File: config.mk
export PLATFORM = sky130hd
export DESIGN_NAME = axi4_mid_read_burst_engine
export DESIGN_NICKNAME = d
export VERILOG_FILES = /design/src/rtl/axi4_mid_read_burst_engine.sv
export SDC_FILE = /design/constraint.sdc
export NUM_CORES = 2
export LEC_CHECK = 0
export CAP_MARGIN = 20
export CORE_MARGIN = 3
export CORE_UTILIZATION = 56
export CTS_BUF_LIST = sky130_fd_sc_hd__clkbuf_4
export DETAILED_ROUTE_END_ITERATION = 12
export HOLD_SLACK_MARGIN = 0.08
export PLACE_DENSITY = 0.78
export SETUP_SLACK_MARGIN = 0.5
export SLEW_MARGIN = 30
export SYNTH_ARGS = -nofsm -noshare
export SYNTH_HDL_FRONTEND = slang
export SYNTH_SLANG_ARGS = --single-unit
File: constraint.sdc
create_clock -name ap_clk -period 7.44 [get_ports ap_clk]
set_clock_uncertainty 0.2 [all_clocks]
set_input_delay 1.116 -clock ap_clk [delete_from_list [all_inputs] [get_ports ap_clk]]
set_output_delay 1.116 -clock ap_clk [all_outputs]
set_load 0.05 [all_outputs]
File: src/rtl/axi4_mid_read_burst_engine.sv
// AXI4 read master for the MID memory port. Splits a linear read command into 4 KB-safe
// INCR bursts, reserves return-buffer credit before each AR, and streams the beats out.
module axi4_mid_read_burst_engine #(
  parameter int ADDR_W        = 64,
  parameter int DATA_W        = 32,
  parameter int ID_W          = 1,
  parameter int MAX_BURST_LEN = 16,
  parameter int FIFO_DEPTH    = 32
) (
  input  logic              ap_clk,
  input  logic              ap_rst_n,
  input  logic              cmd_valid,
  output logic              cmd_ready,
  input  logic [ADDR_W-1:0] cmd_addr,
  input  logic [31:0]       cmd_beats,
  input  logic              cmd_swap,
  output logic              m_axi_arvalid,
  input  logic              m_axi_arready,
  output logic [ADDR_W-1:0] m_axi_araddr,
  output logic [7:0]        m_axi_arlen,
  output logic [2:0]        m_axi_arsize,
  output logic [1:0]        m_axi_arburst,
  output logic [ID_W-1:0]   m_axi_arid,
  output logic [3:0]        m_axi_arcache,
  output logic [2:0]        m_axi_arprot,
  output logic              m_axi_arlock,
  output logic [3:0]        m_axi_arqos,
  output logic [3:0]        m_axi_arregion,
  input  logic              m_axi_rvalid,
  output logic              m_axi_rready,
  input  logic [DATA_W-1:0] m_axi_rdata,
  input  logic [1:0]        m_axi_rresp,
  input  logic              m_axi_rlast,
  input  logic [ID_W-1:0]   m_axi_rid,
  output logic              out_valid,
  input  logic              out_ready,
  output logic [DATA_W-1:0] out_data,
  output logic              out_last,
  output logic              busy,
  output logic              done,
  output logic              error
);
  localparam int BYTES    = DATA_W / 8;
  localparam int SIZE_LOG = $clog2(BYTES);
  localparam int PTR_W    = $clog2(FIFO_DEPTH);
  localparam int CNT_W    = PTR_W + 1;

  typedef enum logic [1:0] {IDLE, CALC, AR, DRAIN} state_t;

  state_t            state_q, state_d;
  logic [ADDR_W-1:0] addr_q;
  logic [31:0]       remaining_q, beats_q, pop_count_q;
  logic              swap_q;
  logic [8:0]        len_q;
  logic [CNT_W-1:0]  outstanding_q, fifo_count_q;
  logic [PTR_W-1:0]  wr_ptr_q, rd_ptr_q;
  logic [DATA_W-1:0] fifo_mem [FIFO_DEPTH];
  logic              live_q, done_q, error_q;

  logic              cmd_hs, ar_hs, r_hs, pop, last_pop, calc_go;
  logic [12:0]       page_bytes;
  logic [31:0]       page_beats, len_calc, credit;
  logic [CNT_W-1:0]  out_inc, out_dec, cnt_inc, cnt_dec;
  logic              unused_ok;

  function automatic logic [DATA_W-1:0] byte_swap(input logic [DATA_W-1:0] d);
    logic [DATA_W-1:0] r;
    for (int i = 0; i < BYTES; i++) r[8*i +: 8] = d[8*(BYTES-1-i) +: 8];
    return r;
  endfunction

  assign cmd_hs   = cmd_valid && cmd_ready;
  assign ar_hs    = m_axi_arvalid && m_axi_arready;
  assign r_hs     = m_axi_rvalid && m_axi_rready;
  assign pop      = out_valid && out_ready;
  assign last_pop = pop && (pop_count_q == beats_q - 32'd1);

  // Burst length is the tightest of: beats left, the burst cap, and beats to the 4 KB page end.
  assign page_bytes = 13'h1000 - {1'b0, addr_q[11:0]};
  assign page_beats = {19'd0, page_bytes} >> SIZE_LOG;
  assign credit     = 32'(FIFO_DEPTH) - (32'(fifo_count_q) + 32'(outstanding_q));

  always_comb begin
    // NOTE: every combinational output gets a default first so no path can infer a latch.
    len_calc = remaining_q;
    if (len_calc > 32'(MAX_BURST_LEN)) len_calc = 32'(MAX_BURST_LEN);
    if (len_calc > page_beats)         len_calc = page_beats;
  end

  assign calc_go = (state_q == CALC) && (credit >= len_calc);

  always_comb begin
    state_d = state_q;
    unique case (state_q)
      IDLE:    if (cmd_hs && cmd_beats != 32'd0) state_d = CALC;
      CALC:    if (calc_go) state_d = AR;
      AR:      if (ar_hs) state_d = (remaining_q == 32'(len_q)) ? DRAIN : CALC;
      DRAIN:   if (last_pop) state_d = IDLE;
      default: state_d = IDLE;
    endcase
  end

  always_ff @(posedge ap_clk or negedge ap_rst_n) begin
    // NOTE: sequential state uses non-blocking assignments so every flop samples pre-edge values.
    if (!ap_rst_n) state_q <= IDLE;
    else           state_q <= state_d;
  end

  assign out_inc = calc_go ? CNT_W'(len_calc) : '0;
  assign out_dec = r_hs ? CNT_W'(1) : '0;

  always_ff @(posedge ap_clk or negedge ap_rst_n) begin
    if (!ap_rst_n) begin
      live_q        <= 1'b0;
      done_q        <= 1'b0;
      error_q       <= 1'b0;
      addr_q        <= '0;
      remaining_q   <= '0;
      beats_q       <= '0;
      swap_q        <= 1'b0;
      len_q         <= '0;
      pop_count_q   <= '0;
      outstanding_q <= '0;
    end else begin
      live_q <= 1'b1;
      done_q <= (cmd_hs && cmd_beats == 32'd0) || (state_q == DRAIN && last_pop);
      if (cmd_hs) begin
        addr_q      <= cmd_addr;
        remaining_q <= cmd_beats;
        beats_q     <= cmd_beats;
        swap_q      <= cmd_swap;
      end else if (ar_hs) begin
        addr_q      <= addr_q + (ADDR_W'(len_q) << SIZE_LOG);
        remaining_q <= remaining_q - 32'(len_q);
      end
      if (calc_go) len_q <= len_calc[8:0];
      if (cmd_hs)                              error_q <= 1'b0;
      else if (r_hs && m_axi_rresp != 2'b00)   error_q <= 1'b1;
      if (cmd_hs)   pop_count_q <= '0;
      else if (pop) pop_count_q <= pop_count_q + 32'd1;
      // Credit is reserved on leaving CALC and returned one beat at a time as R data lands.
      outstanding_q <= outstanding_q + out_inc - out_dec;
    end
  end

  always_ff @(posedge ap_clk) begin
    // NOTE: buffer storage has no reset; out_valid is derived from the count, which is reset.
    if (r_hs) fifo_mem[wr_ptr_q] <= swap_q ? byte_swap(m_axi_rdata) : m_axi_rdata;
  end

  assign cnt_inc = r_hs ? CNT_W'(1) : '0;
  assign cnt_dec = pop ? CNT_W'(1) : '0;

  always_ff @(posedge ap_clk or negedge ap_rst_n) begin
    if (!ap_rst_n) begin
      wr_ptr_q     <= '0;
      rd_ptr_q     <= '0;
      fifo_count_q <= '0;
    end else begin
      if (r_hs) wr_ptr_q <= wr_ptr_q + PTR_W'(1);
      if (pop)  rd_ptr_q <= rd_ptr_q + PTR_W'(1);
      fifo_count_q <= fifo_count_q + cnt_inc - cnt_dec;
    end
  end

  assign cmd_ready      = live_q && (state_q == IDLE);
  assign busy           = (state_q != IDLE);
  assign done           = done_q;
  assign error          = error_q;
  assign m_axi_rready   = live_q;

  assign m_axi_arvalid  = (state_q == AR);
  assign m_axi_araddr   = addr_q;
  assign m_axi_arlen    = 8'(len_q - 9'd1);
  assign m_axi_arsize   = 3'(SIZE_LOG);
  assign m_axi_arburst  = 2'b01;
  assign m_axi_arid     = '0;
  assign m_axi_arcache  = 4'b0011;
  assign m_axi_arprot   = 3'b000;
  assign m_axi_arlock   = 1'b0;
  assign m_axi_arqos    = 4'b0000;
  assign m_axi_arregion = 4'b0000;

  assign out_valid = (fifo_count_q != '0);
  assign out_data  = fifo_mem[rd_ptr_q];
  assign out_last  = out_valid && (pop_count_q == beats_q - 32'd1);

  // rlast/rid carry no control meaning here; beats are counted against reserved credit.
  assign unused_ok = &{1'b0, m_axi_rlast, m_axi_rid};
endmodule

==> run_results.csv <==
group,metric,value,unit
logic_synthesis,async_flop_share,16.13,%
power,switching_share,37.51,%
cells_and_area,multiInputGateArea,16880,um2
clock_tree,cts.htree.levels,5,
setup_path,crit_path_top_delay_cell,"or4_4",
power,p_int,15.69,mW
flow_run,maxCapViolCount,0,
clock_tree,clk_latency,1.13,ns
clock_tree,clock-root-buffer,"clkbuf_4",
placement,pre_cts_ws,0.2663,ns
cells_and_area,stdcell_count,5128,
timing,setup_viol,0,
timing,tightestPinTransition,1.021,ns
cells_and_area,fin_nets,3925,
timing,fmax,146.5,MHz
setup_path,cp-end-kind,"register",
power,p_per_area,407.9,nW/um2
power,p_comb_share,41.0,%
setup_path,cp-startpoint,"remaining_q[18]$_DFFE_PN0P_",
timing,holdWs,0.3043,ns
global_route,track_usage,27.74,%
setup_path,crit_arrival,7.66,ns
logic_synthesis,yosys_most_used_dff,"edfxtp_1",
setup_path,crit_type,"reg2reg",
logic_synthesis,yosys_warnings,0,
global_route,grt_max_degree,125,
placement,dp.final_hpwl,83230,um
power,finalPower,25.11,mW
setup_path,worstPathRequired,8.27,ns
timing,rsz0062_at_grt,"false",
route,wl_per_cell,26.58,um
status,outcome,"finished clean",
route,drt-met1-wl,50290,um
timing,slew_headroom,31.54,%
logic_synthesis,netlist_instances,3147,
route,met2WireLength,66160,um
worst_hold_path,hp-class,"reg2reg",
logic_synthesis,synth_most_common_cell,"edfxtp_1",
timing,slew_viol_final,0,
placement,dpl_cell_area,57390,um2
logic_synthesis,synth_common_cells,"edfxtp_1, mux4_2, nand2_1",
route,antenna_left,0,
floorplan,fp.dieH,313.7,um
route,wl_met3,15220,um
setup_path,path_common_cell,"ha_1",
timing,period_needed,6.828,ns
power,power_frac_seq,37.4,%
route,drt_iter0_drc,3730,
placement,dp.cells,4591,
logic_synthesis,ys_seq_elements,1221,
global_route,grt_overflow,0,
power,ir_drop,0.6191,mV
worst_hold_path,hold_start,"remaining_q[13]$_DFFE_PN0P_",
logic_synthesis,seq_area_frac_synth,67.30,%
logic_synthesis,synth-edff-count,1024,
logic_synthesis,ys_top_cells_by_area,"edfxtp_1, mux4_2, dfrtp_1, ha_1, nand2_1",
power,net-switching-power,9.417,mW
clock_tree,cts_tree,"built",
route,routed.top_layer,"met4",
global_route,grt_pass1_vias,32130,
cells_and_area,design_area,61550,um2
logic_synthesis,avgSynthCellArea,16.85,um2
setup_path,path_max_fanout,5,
route,num_vias,32370,
route,wl,136300,um
clock_tree,cts-buffers-inserted,316,
setup_path,critPathLaunchType,"register",
cells_and_area,synthToLayoutAreaGrowth,16.10,%
floorplan,rows,112,
floorplan,num_io_pins,273,
timing,totalNegativeSetupSlack,0,ns
floorplan,dieArea,98390,um2
logic_synthesis,synthDistinctLibCells,86,
logic_synthesis,synth_top_area_share,58.00,%
power,p_leak,21.30,nW
floorplan,initial_core_util,56.63,%
cells_and_area,fill_cells,6404,
global_route,antenna_found_initial,6,
cells_and_area,post-route-util,65.75,%
timing,period_share,91.78,%
route,vias_per_cell,6.312,
clock_tree,path_clk_slew,0.06,ns
setup_path,reg2reg_from,"remaining_q[18]$_DFFE_PN0P_",
clock_tree,cts.path.max_buffers,4,
floorplan,core_area,93610,um2
placement,place_congestion,0.9384,
cells_and_area,regArea,35700,um2
route,drc,0,
floorplan,dieWidth,313.7,um
route,dr.pass1.iters,6,
timing,fin_ws,0.6119,ns
cells_and_area,drive_above_1_share,27.22,%
clock_tree,cts.sinks,1221,
timing,hold_viol,0,
setup_path,slowest_delay,0.59,ns
placement,io_buffer_count,248,
power,p_clk_share,21.6,%
global_route,grt_pass1_wl,201700,um
logic_synthesis,yosysTopAreaCell,"edfxtp_1",
logic_synthesis,syn-cell-area,53010,um2
==> flip-flops by register name, summed over array words and instances (netlist names), 2 cells and up <==
name	count
fifo_mem	1024
m_axi_araddr	64
beats_q	32
pop_count_q	32
remaining_q	32
len_q	9
fifo_count_q	6
outstanding_q	6
rd_ptr_q	5
wr_ptr_q	5
state_q	2
==> layout make-up <==
| class | count | area share [%] |
|---|---|---|
| Inverter | 98 | 0.5977 |
| Sequential cell | 1221 | 58.00 |
| Clock inverter | 56 | 0.4818 |
| Antenna cell | 5 | 0.02033 |
| Clock buffer | 448 | 5.464 |
| Multi-Input combinational cell | 1706 | 27.42 |
| Timing Repair Buffer | 340 | 5.462 |
| Tap cell | 1254 | 2.549 |
==> power groups by stage <==
stage          Sequential [mW]  Combinational, mW  Clock, mW
5_1_grt                   9.47               11.0       5.91
3_5_place_dp              9.50               9.97          0
2_1_floorplan             9.48               6.90          0
4_1_cts                   9.37               10.0       5.54
3_3_place_gp              9.47               9.81          0
6_report                  9.39               10.3       5.43
==> repair_timing <==
action,in CTS,in global routing
setup buffers,1,23
gates cloned,0,0
gates resized for setup,7,47
endpoints found under the setup margin,1,4
hold endpoints to repair,69,0
pin swaps,3,24
hold buffers,1,0
==> cell families after synthesis <==
| group | after synthesis | synth area share (%) |
|---|---|---|
| flip-flops | 1221 | 67.30 |
| AND/OR/NAND/NOR | 695 | 6.623 |
| multiplexers | 401 | 15.30 |
| AO/OA/AOI/OAI | 356 | 4.510 |
| buffers and inverters | 268 | 2.082 |
| adder cells (fa/ha/maj) | 103 | 2.502 |
| XOR/XNOR | 101 | 1.669 |
| other | 2 | 0.01417 |
==> layer usage <==
| layer | global-route usage [%] | vias to the layer above |
|---|---|---|
| li1 | - | 13770 |
| met1 | 37.24 | 16260 |
| met3 | 7.601 | 327 |
| met2 | 43.93 | 2008 |
| met4 | 10.44 | 0 |
| met5 | 0 | - |
==> cell usage in the layout, fill, tap and decap left out, drive strengths merged, types with 47 or more instances in the layout <==
cell type / instances
conb: 50
clkbuf: 449
mux2: 73
a21oi: 57
clkdlybuf4s50: 247
xnor2: 59
nand3: 66
clkinv: 47
edfxtp: 1024
nor2: 118
o21ai: 109
dfrtp: 197
ha: 98
nand2: 252
buf: 91
mux4: 320
inv: 104
==> final timing paths <==
path / cells past startpoint / slack (ns) / to
max in group asynchronous: 3 / 5.37 / m_axi_araddr[2]$_DFFE_PN0P_
worst max-delay path: 34 / 0.61 / outstanding_q[5]$_DFF_PN0_
worst min register to register: 1 / 0.30 / remaining_q[13]$_DFFE_PN0P_
worst min-delay path: 1 / 0.30 / remaining_q[13]$_DFFE_PN0P_
min in group asynchronous: 2 / 0.35 / beats_q[31]$_DFFE_PN0P_
worst max register to register: 34 / 0.61 / outstanding_q[5]$_DFF_PN0_
==> critical path, delay by kind of cell, from the launching register on <==
kind | cells | cell delay [ns]
adder cells (fa/ha/maj) | 4 | 1.07
XOR/XNOR | 2 | 0.30
AO/OA/AOI/OAI | 9 | 1.33
AND/OR/NAND/NOR | 12 | 2.53
multiplexers | 1 | 0.26
flip-flops | 1 | 0.39
buffers and inverters | 6 | 0.63
No activity file was read; power rests on OpenSTA's default activity.
